## src/rtl/regfile_wr_arbiter.sv

```systemverilog
// Round-robin arbiter sharing one register-file write port between NREQ writeback requesters.
// Latency: grant is combinational in the request cycle; wen/waddr/wdata follow one cycle later.
// Backpressure: stall, reset or the INIT hold withhold every req_ready; requesters hold until granted.
module regfile_wr_arbiter #(
    parameter int NREQ     = 3,
    parameter int ASIZE    = 4,
    parameter int DSIZE    = 16,
    parameter int INIT_CYC = 2
) (
    input  logic                   clk,
    input  logic                   rst,
    input  logic                   stall,
    input  logic [NREQ-1:0]        req_valid,
    input  logic [NREQ*ASIZE-1:0]  req_addr,
    input  logic [NREQ*DSIZE-1:0]  req_data,
    output logic [NREQ-1:0]        req_ready,
    output logic                   wen,
    output logic [ASIZE-1:0]       waddr,
    output logic [DSIZE-1:0]       wdata,
    output logic                   busy
);

    // Pointer width covers indices 0..NREQ-1; counter width covers 0..INIT_CYC.
    localparam int PW = (NREQ > 1) ? $clog2(NREQ) : 1;
    localparam int CW = (INIT_CYC > 0) ? $clog2(INIT_CYC + 1) : 1;

    localparam logic [0:0] ST_INIT = 1'b0;
    localparam logic [0:0] ST_RUN  = 1'b1;

    // With no start-up hold, reset lands directly in RUN.
    localparam logic [0:0] ST_RESET = (INIT_CYC == 0) ? ST_RUN : ST_INIT;

    logic [0:0]       state;
    logic [CW-1:0]    init_cnt;
    logic [PW-1:0]    ptr;

    logic             arb_en;
    logic             grant_any;
    logic [PW-1:0]    grant_idx;
    logic [NREQ-1:0]  grant_oh;
    logic [ASIZE-1:0] sel_addr;
    logic [DSIZE-1:0] sel_data;

    logic             wen_q;
    logic [ASIZE-1:0] waddr_q;
    logic [DSIZE-1:0] wdata_q;

    // Index reached by stepping 'off' places up from 'base', wrapping at NREQ-1 -> 0.
    function automatic logic [PW-1:0] wrap_idx(input logic [PW-1:0] base, input int off);
        int s;
        s = int'(base) + off;
        if (s >= NREQ) begin
            s = s - NREQ;
        end
        return PW'(s);
    endfunction

    // Grants are only offered in RUN, outside reset and while not stalled.
    assign arb_en = (state == ST_RUN) && !rst && !stall;

    // Round-robin search: first valid requester at or above ptr, wrapping; depends only on valid bits.
    always_comb begin
        grant_any = 1'b0;
        grant_idx = '0;
        for (int k = 0; k < NREQ; k++) begin
            if (arb_en && !grant_any && req_valid[wrap_idx(ptr, k)]) begin
                grant_any = 1'b1;
                grant_idx = wrap_idx(ptr, k);
            end
        end
    end

    // One-hot ready vector from the winning index; all zero when nobody wins.
    always_comb begin
        grant_oh = '0;
        if (grant_any) begin
            grant_oh[grant_idx] = 1'b1;
        end
    end

    assign req_ready = grant_oh;

    // Address and data of the winner, captured into the write-port registers on transfer.
    assign sel_addr = req_addr[grant_idx*ASIZE +: ASIZE];
    assign sel_data = req_data[grant_idx*DSIZE +: DSIZE];

    // Start-up FSM: count INIT_CYC cycles in INIT, then stay in RUN until reset.
    always_ff @(posedge clk) begin
        if (rst) begin
            state    <= ST_RESET;
            init_cnt <= '0;
        end else begin
            case (state)
                ST_INIT: begin
                    init_cnt <= init_cnt + 1'b1;
                    if (int'(init_cnt) == INIT_CYC - 1) begin
                        state <= ST_RUN;
                    end
                end
                default: begin
                    state <= ST_RUN;
                end
            endcase
        end
    end

    // Round-robin pointer moves just past the index that transferred, else holds.
    always_ff @(posedge clk) begin
        if (rst) begin
            ptr <= '0;
        end else if (grant_any) begin
            if (int'(grant_idx) == NREQ - 1) begin
                ptr <= '0;
            end else begin
                ptr <= grant_idx + 1'b1;
            end
        end
    end

    // Write-port registers: pulse wen for one cycle per transfer; addr/data hold between writes.
    always_ff @(posedge clk) begin
        if (rst) begin
            wen_q   <= 1'b0;
            waddr_q <= '0;
            wdata_q <= '0;
        end else begin
            wen_q <= grant_any;
            if (grant_any) begin
                waddr_q <= sel_addr;
                wdata_q <= sel_data;
            end
        end
    end

    // A write registered just before reset is squashed while rst is high so it never reaches the file.
    assign wen   = wen_q & ~rst;
    assign waddr = waddr_q;
    assign wdata = wdata_q;

    assign busy  = rst || (state == ST_INIT);

endmodule

```

## config.mk

```make
export PLATFORM = sky130hd
export DESIGN_NAME = regfile_wr_arbiter
export DESIGN_NICKNAME = d
export VERILOG_FILES = /design/src/rtl/regfile_wr_arbiter.sv
export SDC_FILE = /design/constraint.sdc
export NUM_CORES = 1
export LEC_CHECK = 0
export BUFFER_PORTS_ARGS = -buffer_cell sky130_fd_sc_hd__buf_2
export CAP_MARGIN = 20
export CORE_MARGIN = 2
export CORE_UTILIZATION = 46
export CTS_BUF_LIST = sky130_fd_sc_hd__clkbuf_16
export DETAILED_ROUTE_END_ITERATION = 16
export PLACE_DENSITY = 0.95
export SLEW_MARGIN = 40
export SYNTH_ARGS = -nofsm -noshare
export SYNTH_HDL_FRONTEND = slang
export SYNTH_SLANG_ARGS = --single-unit
export TNS_END_PERCENT = 20
```

## constraint.sdc

```tcl
create_clock -name clk -period 5.4 [get_ports clk]
set_clock_uncertainty 0.05 [all_clocks]
set_input_delay 0.54 -clock clk [delete_from_list [all_inputs] [get_ports clk]]
set_output_delay 0.54 -clock clk [all_outputs]
set_load 0.01 [all_outputs]
```

==> metrics.md <==
| Metric | Value |
|---|---|
| Finish-stage setup viols | `0` |
| Via count | `1627` |
| Worst reg2reg path endpoint | `ptr[0]$_SDFFE_PP0P_` |
| GRT Overall Usage | `0.227` |
| Synth Area in Simple Gates | `0.152` |
| CTS Buffer Depth | `2` |
| Setup TNS | `0 ns` |
| Clock Tree Root | `clkbuf_16` |
| Primary FF master, synth | `dfxtp_1` |
| TritonRoute pass-1 iters | `5` |
| Synthesized Nets | `234` |
| Gate Count Post-Synth | `164` |
| Switching Share | `0.273` |
| Endpoint, Worst Hold | `wdata[4]$_SDFFE_PP0P_` |
| Main combinational cell family by area after synthesis | `compound AO/OA/AOI/OAI gates` |
| Status | `complete, no violations` |
| Final Cell Area | `1980 sq um` |
| Iteration-0 DRC Markers | `87` |
| Chip Height | `60.1 microns` |
| Placed cell areas | `1880 sq um` |
| Site Rows | `20` |
| Critical path type | `register to output port` |
| Synth async-reset ratio | `0` |
| Wirelength per Cell | `14.3 microns` |
| ANT cells | `0` |
| Initial Utilization | `0.479` |
| Final slew viol count | `0` |
| Overall power | `599 uW` |
| First-pass GRT wire length | `6200 microns` |
| Number of flops mapped to enable cells by yosys | `0` |
| Hold Path Class | `primary input to register` |
| Final HPWL DP | `2990 microns` |
| GP Congestion | `0.895` |
| Slew @ Worst Pin | `0.792 ns` |
| Post-layout minimum cycle time | `3.71 ns` |
| Internal power | `436 uW` |
| Core ar. | `3030 sq um` |
| I/O Pins | `91` |
| Top cells by area, synth | `dfxtp_1 (36%), a221oi_1 (7.9%), a21oi_1 (5.5%)` |
| CTS tree | `yes` |
| TritonCTS Buffers | `3` |
| Worst flop-to-flop path startpoint | `ptr[0]$_SDFFE_PP0P_` |
| Clock power share | `0.353` |
| Number of global-route vias before repair | `1463` |
| Mapped Area | `1450 sq um` |
| Pwr/cell area | `302 nW/um^2` |
| Comb pwr share | `0.263` |
| Cell taking the most area after synthesis | `dfxtp_1` |
| Seq pwr share | `0.384` |
| CP Max Fanout | `23` |
| Worst R2R Path Depth | `8` |
| Clock Latency Late Sink | `0.26 ns` |
| Maxcap violations | `0` |
| Layout Nets | `314` |
| Setup slack after layout | `1.69 ns` |
| Initial antenna violation count | `0` |
| Net load switching power | `163 uW` |
| Synthesized flop and latch total | `26` |
| Maximum vdd ir drop | `0.000256 V` |
| Synthesized area per cell | `8.83 sq um` |
| Slew headroom | `0.472` |
| DRC errors left | `0` |
| Highest clock rate | `270 MHz` |
| Hold_sp | `req_data[4]` |
| Final WL | `4100 microns` |
| Synth Area in XOR/XNOR | `0.00604` |
| Synth Area in Adders | `0.0345` |
| LEAKAGE | `0.000959 uW` |
| Die area | `3610 sq um` |
| H-Tree Depth | `1` |
| Via density | `5.67` |
| CTS Hold Buffers Added | `0` |
| Final global-route overflow total | `0` |
| CP startpoint kind | `register` |
| Clk pin slew, worst setup/hold paths | `0.06 ns` |
| Worst hold path stage count | `2` |
| Place WS | `1.99 ns` |
| Yosys warning total | `0` |
| CP endpoint kind | `output port` |
| Die W | `60.1 microns` |
| Tcrit/Tclk final | `0.687` |
| Pin count of the biggest net entering global routing | `24` |
| Layout cells sized above 1 | `0.432` |
| Synth unique cells | `41` |
| Top-area cell type share of the netlist area | `0.359` |
| Sequential area share after synthesis | `0.359` |
| Synth Area in Compound Gates | `0.354` |
| CTS resizes | `0` |
| Clock Sinks | `26` |
| Synth-to-Final Area Change | `36.9%` |
| Count of final hold-check violations | `0` |
| Fin util | `0.655` |
| Port Buffers | `90` |
| CP required | `4.81 ns` |
| R2r setup slk | `2.36 ns` |
| RSZ-0062 raised after global routing | `no` |
| ANT nets after route | `0` |
| Post-synthesis mux area share | `0.00691` |
| Setup bufs post-CTS | `0` |
| Crit path DAT | `3.12 ns` |
-- cell families (layout without fill, tap and decap cells) --
family,after synthesis,after routing
buffers and inverters,21,100
and+or+nand+nor,42,42
adders and majority gates,4,4
DFF,26,26
AOI/OAI and AO/OA,69,69
xor gates and xnor gates,1,1
muxes,1,1
-- power groups by stage --
stage	Combinational (uW)	Clock [uW]	Sequential, uW
finish	158	212	230
global route	175	223	232
CTS	157	214	230
detailed placement	153	0	233
global placement	147	0	232
floorplan	94.8	0	238
-- worst max-delay path, cell delays in order (launching register included) --
cell     delay [ns]
dfxtp_1        0.38
ha_1           0.45
mux2i_1        0.26
o22ai_2        0.11
a22oi_1        0.19
or2_1          0.65
inv_2          0.27
and2_1         0.35
buf_2          0.20
-- per-layer routing --
layer	up-vias	GRT usage	part of all wire
li1	794	-	-
met1	745	0.254	0.39
met2	82	0.418	0.52
met3	6	0.0519	0.078
met4	0	0.0730	0.016
met5	-	0	0
-- per-stage QoR --
step	hold slack [ns]	std cells
floorplan	0.409	164
global placement	0.425	283
detailed placement	0.459	283
CTS	0.428	287
global route	0.435	287
finish	0.431	287
-- worst max-delay path by stage --
stage | from | depth (start not counted) | end
floorplan | ptr[0]$_SDFFE_PP0P_ | 9 | req_ready[0]
global placement | ptr[0]$_SDFFE_PP0P_ | 8 | req_ready[0]
detailed placement | ptr[1]$_SDFFE_PP0P_ | 9 | req_ready[0]
CTS | ptr[1]$_SDFFE_PP0P_ | 9 | req_ready[0]
global route | ptr[1]$_SDFFE_PP0P_ | 9 | req_ready[0]
finish | ptr[0]$_SDFFE_PP0P_ | 8 | req_ready[0]
-- synth_stat cells, drive strengths merged (2+ instances only) --
cell type	n
dfxtp	26
a21oi	17
nand2	16
buf	14
a221oi	13
o21ai	12
a222oi	8
o2bb2ai	8
nor2	7
inv	5
nand2b	5
ha	4
nor2b	3
or2	3
a31oi	2
clkbuf	2
nand3	2
o22ai	2
-- registers in the layout (all words and copies together), names as in the netlist --
name	cells
ptr	2
waddr	4
wen_q	1
wdata	16
state	1
init_cnt	2
-- placed cells by master (no fill, tap or decap), types with 2 or more instances in the layout --
cell type,synthesis,final
dfxtp_1,26,26
or2_1,2,2
a31oi_2,0,2
clkbuf_16,0,3
o2bb2ai_1,8,8
inv_1,4,4
nand2_1,16,16
nor2b_1,3,3
a222oi_1,8,8
o21ai_1,9,9
a221oi_1,13,13
a21oi_1,16,15
nor2_1,7,7
nand3_1,2,2
o21ai_0,3,3
nand2b_1,4,4
buf_2,8,90
ha_1,4,4
-- final cells by class --
class	count	area (sq um)
fill	259	1040
multi-input combinational	117	826
sequential	26	520
timing repair buffer	91	458
clock buffer	3	75.1
tap	44	55.1
clock inverter	1	30.0
inverter	5	18.8
Note: power is estimated with default switching activity, not from simulation.
